`src/rtl/if_id_branch_stage.sv`:
```
// IF/ID pipeline register with branch stall/bubble sequencing, trap flush,
// branch-resolution watchdog and a saturating control-bubble counter.
module if_id_branch_stage #(
  parameter int          XLEN     = 64,
  parameter int          MAX_WAIT = 4,
  parameter int          CNT_W    = 16,
  parameter logic [31:0] NOP      = 32'h00000013
) (
  input  logic             clk,
  input  logic             rst_n,
  input  logic [XLEN-1:0]  if_pc,
  input  logic [31:0]      if_instr,
  input  logic             if_valid,
  input  logic             IF_ID_cstall,
  input  logic             hstall,
  input  logic             flush,
  input  logic             br_resolved,
  input  logic             br_taken,
  input  logic [XLEN-1:0]  br_target,
  output logic [XLEN-1:0]  id_pc,
  output logic [31:0]      id_instr,
  output logic             id_valid,
  output logic             pc_hold,
  output logic             pc_redirect,
  output logic [XLEN-1:0]  redirect_pc,
  output logic             err_timeout,
  output logic [CNT_W-1:0] bubble_cnt
);

  typedef enum logic {S_RUN, S_WAIT_BR} state_t;

  localparam logic [3:0] LP_WAIT_LAST = 4'(MAX_WAIT - 1);

  state_t           r_state, w_state_nxt;
  logic [3:0]       r_wait_cnt, w_wait_cnt_nxt;
  logic [XLEN-1:0]  r_id_pc, r_redirect_pc;
  logic [31:0]      r_id_instr;
  logic             r_id_valid, r_pc_redirect, r_err_timeout;
  logic [CNT_W-1:0] r_bubble_cnt;

  logic w_ld_bubble, w_ld_fetch, w_cnt_inc, w_redirect, w_timeout, w_pc_hold;

  always_comb begin
    w_state_nxt    = r_state;
    w_wait_cnt_nxt = r_wait_cnt;
    w_ld_bubble    = 1'b0;
    w_ld_fetch     = 1'b0;
    w_cnt_inc      = 1'b0;
    w_redirect     = 1'b0;
    w_timeout      = 1'b0;
    w_pc_hold      = 1'b0;
    case (r_state)
      S_RUN: begin
        if (flush) begin
          w_ld_bubble = 1'b1;
        end else if (hstall) begin
          w_pc_hold = 1'b1;
        end else if (IF_ID_cstall && r_id_valid) begin
          // Branch leaves for EX; fall-through stays parked in IF.
          w_ld_bubble    = 1'b1;
          w_cnt_inc      = 1'b1;
          w_pc_hold      = 1'b1;
          w_wait_cnt_nxt = '0;
          w_state_nxt    = S_WAIT_BR;
        end else begin
          w_ld_fetch = 1'b1;
        end
      end
      S_WAIT_BR: begin
        w_state_nxt = S_RUN;
        if (flush) begin
          w_ld_bubble = 1'b1;
        end else if (br_resolved && br_taken) begin
          w_ld_bubble = 1'b1;
          w_cnt_inc   = 1'b1;
          w_redirect  = 1'b1;
        end else if (br_resolved) begin
          w_ld_fetch = 1'b1;
        end else if (r_wait_cnt == LP_WAIT_LAST) begin
          // Give up waiting and let fetch resume at the fall-through.
          w_timeout   = 1'b1;
          w_ld_bubble = 1'b1;
        end else begin
          w_ld_bubble    = 1'b1;
          w_cnt_inc      = 1'b1;
          w_pc_hold      = 1'b1;
          w_wait_cnt_nxt = r_wait_cnt + 4'd1;
          w_state_nxt    = S_WAIT_BR;
        end
      end
      default: w_state_nxt = S_RUN;
    endcase
  end

  always_ff @(posedge clk or negedge rst_n) begin
    if (!rst_n) begin
      r_state       <= S_RUN;
      r_wait_cnt    <= '0;
      r_id_pc       <= '0;
      r_id_instr    <= NOP;
      r_id_valid    <= 1'b0;
      r_pc_redirect <= 1'b0;
      r_redirect_pc <= '0;
      r_err_timeout <= 1'b0;
      r_bubble_cnt  <= '0;
    end else begin
      r_state       <= w_state_nxt;
      r_wait_cnt    <= w_wait_cnt_nxt;
      r_pc_redirect <= w_redirect;
      if (w_redirect)
        r_redirect_pc <= br_target;
      if (w_timeout)
        r_err_timeout <= 1'b1;
      if (w_cnt_inc && (r_bubble_cnt != {CNT_W{1'b1}}))
        r_bubble_cnt <= r_bubble_cnt + CNT_W'(1);
      if (w_ld_bubble) begin
        r_id_instr <= NOP;
        r_id_valid <= 1'b0;
      end else if (w_ld_fetch) begin
        r_id_pc    <= if_pc;
        r_id_instr <= if_instr;
        r_id_valid <= if_valid;
      end
    end
  end

  assign id_pc       = r_id_pc;
  assign id_instr    = r_id_instr;
  assign id_valid    = r_id_valid;
  assign pc_hold     = w_pc_hold;
  assign pc_redirect = r_pc_redirect;
  assign redirect_pc = r_redirect_pc;
  assign err_timeout = r_err_timeout;
  assign bubble_cnt  = r_bubble_cnt;

endmodule

```
`config.mk`:
```
export PLATFORM = sky130hd
export DESIGN_NAME = if_id_branch_stage
export DESIGN_NICKNAME = d
export VERILOG_FILES = /design/src/rtl/if_id_branch_stage.sv
export SDC_FILE = /design/constraint.sdc
export NUM_CORES = 1
export LEC_CHECK = 0
export ABC_AREA = 0
export CAP_MARGIN = 0
export CORE_ASPECT_RATIO = 0.9
export CORE_UTILIZATION = 40
export CTS_BUF_LIST = sky130_fd_sc_hd__clkbuf_16
export DETAILED_ROUTE_END_ITERATION = 16
export GPL_TIMING_DRIVEN = 0
export PLACE_DENSITY = 0.81
export SLEW_MARGIN = 20
export SYNTH_ARGS = -nofsm -noshare
export SYNTH_HDL_FRONTEND = slang
export SYNTH_SLANG_ARGS = --single-unit
export TNS_END_PERCENT = 50
```
`constraint.sdc`:
```
create_clock -name clk -period 2.45 [get_ports clk]
set_input_delay 0.3675 -clock clk [delete_from_list [all_inputs] [get_ports clk]]
set_output_delay 0.3675 -clock clk [all_outputs]
set_load 0.02 [all_outputs]
```
After elaboration in Yosys (flattened, before gate mapping) --
Cells that the tools add are included. W data, S select, Z words.
Word-level totals: register bits after elaboration 184, latch bits 0, RAM bits 0, memory bits (read-only) 0, input port bits 168, output and inout port bits 180, word-level logic and storage cells 74, memories kept 0
Operators by class: $add $sub $neg 2, $mul 0, div/mod/pow operators 0, $lt $le $gt $ge 0, equal/unequal tests 9, shift operators 0, multiplexer cells 46, bitwise logic cells 2, reduce and logical (&&, ||, !) cells 6
Operators with widths (count):
- $mux W32 | 2
- $mux W1 | 31
- $mux W4 | 7
- $add A16 B1 Y16 const B | 1
- $ne A16 B16 Y1 const B | 1
- $ne A2 B2 Y1 const B | 7
- $pmux W1 S2 | 5
- $pmux W4 S2 | 1
- $reduce_and A7 Y1 | 1
- $add A4 B1 Y4 const B | 1
- $eq A4 B2 Y1 const B | 1
- $logic_and A1 B1 Y1 | 3
- $not A1 Y1 | 2
- $reduce_and A2 Y1 | 1
- $reduce_bool A2 Y1 | 1

Logic depth before layout (Yosys ltp) --
word-level depth 7, mapped depth 8

Worst setup path before layout --
Ideal clock, no wire load.
kind reg-to-reg, start point register r_wait_cnt[0], end point register r_bubble_cnt[5], in the netlist bubble_cnt[5], setup time 0.133 ns, data arrival time 1.684 ns, required time 2.317 ns, slack 0.633 ns, stages on the path, launching flop included 8, path buffers 0, period minus slack after synthesis 1.817 ns, cell sequence dfrtp_1 ha_1 nor3b_1 o32a_2 clkinv_2 o22ai_4 nor2_1 xor2_1
Between the ends: cells in the longest elaborated chain, start to end 7
RTL lines:
- from (decl) | line 35 | logic [3:0] r_wait_cnt, w_wait_cnt_nxt;
- from (signal assigned) | line 108 | r_wait_cnt <= w_wait_cnt_nxt;
- $eq A4 B2 Y1 | line 79 | end else if (r_wait_cnt == LP_WAIT_LAST) begin
- $mux W1 | line 79
- $mux W1 | line 77 | end else if (br_resolved) begin
- $mux W1 | line 73 | end else if (br_resolved && br_taken) begin
- $mux W1 | line 71 | if (flush) begin
- $pmux W1 S2 | line 52 | case (r_state)
- $logic_and A1 B1 Y1 | line 114 | if (w_cnt_inc && (r_bubble_cnt != {CNT_W{1'b1}}))
- to (signal assigned) | line 115 | r_bubble_cnt <= r_bubble_cnt + CNT_W'(1);
- to (decl) | line 39 | logic [CNT_W-1:0] r_bubble_cnt;
No other way between the ends. A chain may end at the register's enable or synchronous reset.

Worst setup path in the final report --
start point register r_state, end point output pc_hold
Between the ends: cells in the longest elaborated chain, start to end 2
RTL lines:
- from (decl) | line 34 | state_t r_state, w_state_nxt;
- from (signal assigned) | line 107 | r_state <= w_state_nxt;
- $not A1 Y1
- $pmux W1 S2 (*) | line 52
- to (decl) | line 23 | output logic pc_hold,
Every way passes the cells marked *; elsewhere a longest branch is shown, timed or not.

==> impl_metrics.tcl <==
set metrics [dict create \
    grt_pass1_wl_mm 31.13 \
    yosys-top-cells-area "dfrtp_1 (64%), nand2_1 (11%), mux2_2 (11%), a22o_1 (3.8%), dfstp_2 (1.1%)" \
    final_util 0.6719 \
    portBuffers 347 \
    ir_drop_uv 478.7 \
    h-tree-depth 4 \
    rows 45 \
    drt_iter0_drc 178 \
    finalHoldViolations 0 \
    yosysSeqAreaShare 0.6531 \
    die_w_um 142.0 \
    cts_sinks 184 \
    cts-root-buf "clkbuf_16" \
    path_max_fanout 8 \
    synth_seq_cells 184 \
    synth_warnings 0 \
    placed_area_um2 10860 \
    instances_no_fill 1205 \
    hpwl_mm 15.24 \
    power.leakage_uw 0.005206 \
    dr.pass1.iters 4 \
    power.density_nw_per_um2 716.0 \
    min_period_ns 2.271 \
    critPathKind "reg -> out" \
    numCtsBuffers 17 \
    drive_above_1_share 0.1278 \
    post_cts_buffers 0 \
    netlist.area_leader.share 0.6420 \
    dp.cells 1172 \
    path_delay_family "simple AND/OR/NAND/NOR gates" \
    clk_latency_ns 0.42 \
    crit_start "r_state" \
    core_area_um2 17060 \
    nets 1127 \
    finalCritPeriodShare 0.9270 \
    grt_use_total 0.2261 \
    clock_skew_ns 0.01144 \
    place.gp.congestion 0.7656 \
    synthCells 589 \
    wl_per_cell_um 16.82 \
    worstPathCellList "buf_4 -> or3b_1 -> or2_2 -> o31ai_1 -> clkbuf_2" \
    cp-start-kind "flip-flop" \
    fin_tns_setup_ns 0 \
    grt_max_degree 94 \
    syn_area_um2 7056 \
    area_growth_pct 62.48 \
    io_pins 348 \
    cp_num_buf_inv 2 \
    clkTransAtPathRegs_ns 0.07 \
    drc_errors 0 \
    grt_pass1_vias 5919 \
    vias_per_cell 4.734 \
    ant_nets 0 \
    n_fill_cell 1301 \
    initial_core_util 0.4136 \
    cts_tree "done" \
    worstPathArrival_ns 1.90 \
    grt-ovfl-total 0 \
    die-area_um2 18170 \
    cp.required_ns 2.08 \
    cp_slowest_cell "or3b_1" \
    design_area_um2 11460 \
    fp.dieH_um 128.0 \
    num_vias 5704 \
    antenna-diode-count 0 \
    mostFrequentLayoutCell "clkdlybuf4s50_1" \
    finalWirelength_mm 20.27 \
    finalSetupViolations 0 \
    tightest_slew_ns 0.7010 \
    fmax_mhz 440.3 \
    synth.distinct_cells 38 \
    r2r-start "id_valid" \
    synth_top_area_cell "dfrtp_1" \
    min_from "br_target[44]" \
    synth_fp_nets 759 \
    min_path_type "in -> reg" \
    outcome "finished, final reports clean" \
    cp_slowest_stage_delay_ns 0.39 \
    slew_viol_final 0 \
    maxCapViolCount 0 \
    clockBufferDepth 2 \
    maxSlewHeadroom 0.5327 \
    avgSynthCellArea_um2 11.98 \
    rsz0062_at_grt "no" \
    antenna_found_initial 0 \
    final_cell_mix "clkdlybuf4s50_1 (345), nand2_1 (207), dfrtp_1 (181)" \
    worstSetupEndpointType "output port" \
]
## registers in the layout (all words and copies together), names as in the netlist
| signal | cells |
|---|---|
| bubble_cnt | 16 |
| err_timeout | 1 |
| id_instr | 32 |
| id_pc | 64 |
| id_valid | 1 |
| pc_redirect | 1 |
| r_state | 1 |
| r_wait_cnt | 4 |
| redirect_pc | 64 |
## cell usage after synthesis (all sizes together)
master and instances:
nand3b 1, ha 2, a31oi 2, and3 4, dfstp 3, xor2 8, mux2 66, o22ai 1
or2 1, xnor2 6, inv 2, a22o 31, nor3b 1, and4 1, o32a 4, a21oi 1
dfrtp 181, a21o 1, nand2b 2, mux2i 1, clkbuf 9, nand2 207, a2bb2oi 1, nand3 6
nor3 7, or3b 1, nand4 4, buf 20, nor2b 3, o31ai 1, clkinv 1, nor2 7
or3 2, o21ai 1
## stage by stage
| step | power, µW | hold slack [ns] | setup WS [ns] |
|---|---|---|---|
| after floorplan | 4350 | 0.07191 | 0.6328 |
| after global placement | 5430 | 0.4418 | -6.638 |
| after detailed placement | 5474 | 0.4330 | -0.3323 |
| after CTS | 8291 | 0.4467 | 0.01201 |
| after global routing | 8534 | 0.4588 | 0.06229 |
| final | 8208 | 0.4641 | 0.1789 |
## path summary, 6_finish.rpt
kind	endpoint	slack, ns	cells past startpoint
hold reg to reg	err_timeout	0.47	1
hold / removal	redirect_pc[44]	0.46	3
setup / recovery	pc_hold	0.18	5
max in group asynchronous	id_pc[28]	1.00	3
setup reg to reg	id_pc[47]	0.19	6
min in group asynchronous	id_instr[15]	0.55	2
## what timing repair did
action / 4_1_cts / 5_1_grt
hold endpoints to repair: 50 / 0
cloned: 0 / 0
hold buffers: 1 / 0
gates resized for setup: 1 / 4
setup endpoints to repair: 1 / 32
## where the power goes
part | internal (µW) | switching, µW
clock | 1610 | 1190
combinational | 1010 | 845
sequential | 3360 | 194
total | 5980 | 2230
## cell type report
type,count,area (µm²),area share
sequential,184,4608,0.4020
multi-input combinational,373,2310,0.2015
clock buffer,17,425.4,0.03711
timing repair buffer,349,3511,0.3063
tap,235,294.0,0.02565
clock inverter,15,175.2,0.01528
buffer,29,127.6,0.01113
inverter,3,12.51,0.001091
## cells by family after synthesis
logic type                 after synthesis  synth area share
AOI/OAI and AO/OA                       43           0.05462
muxes                                   67            0.1068
DFF                                    184            0.6531
adders and majority gates                2          0.003546
and+or+nand+nor                        247            0.1447
xor gates and xnor gates                14           0.01738
buffers and inverters                   32           0.01986
## worst reg2reg max path, cell delays in order, from the launching register on
cell and delay (ns):
dfrtp_1 0.43, a21oi_1 0.25, mux2i_1 0.20, nor2_2 0.27, buf_2 0.31, buf_2 0.30, mux2_2 0.38
## metal layers
layer | track usage | share of wire | up-vias
li1 | - | - | 2696
met1 | 0.2431 | 0.37 | 2753
met2 | 0.4014 | 0.51 | 226
met3 | 0.08778 | 0.091 | 29
met4 | 0.08349 | 0.024 | 0
met5 | 0 | 0 | -
Power figures use the tool's default switching activity.
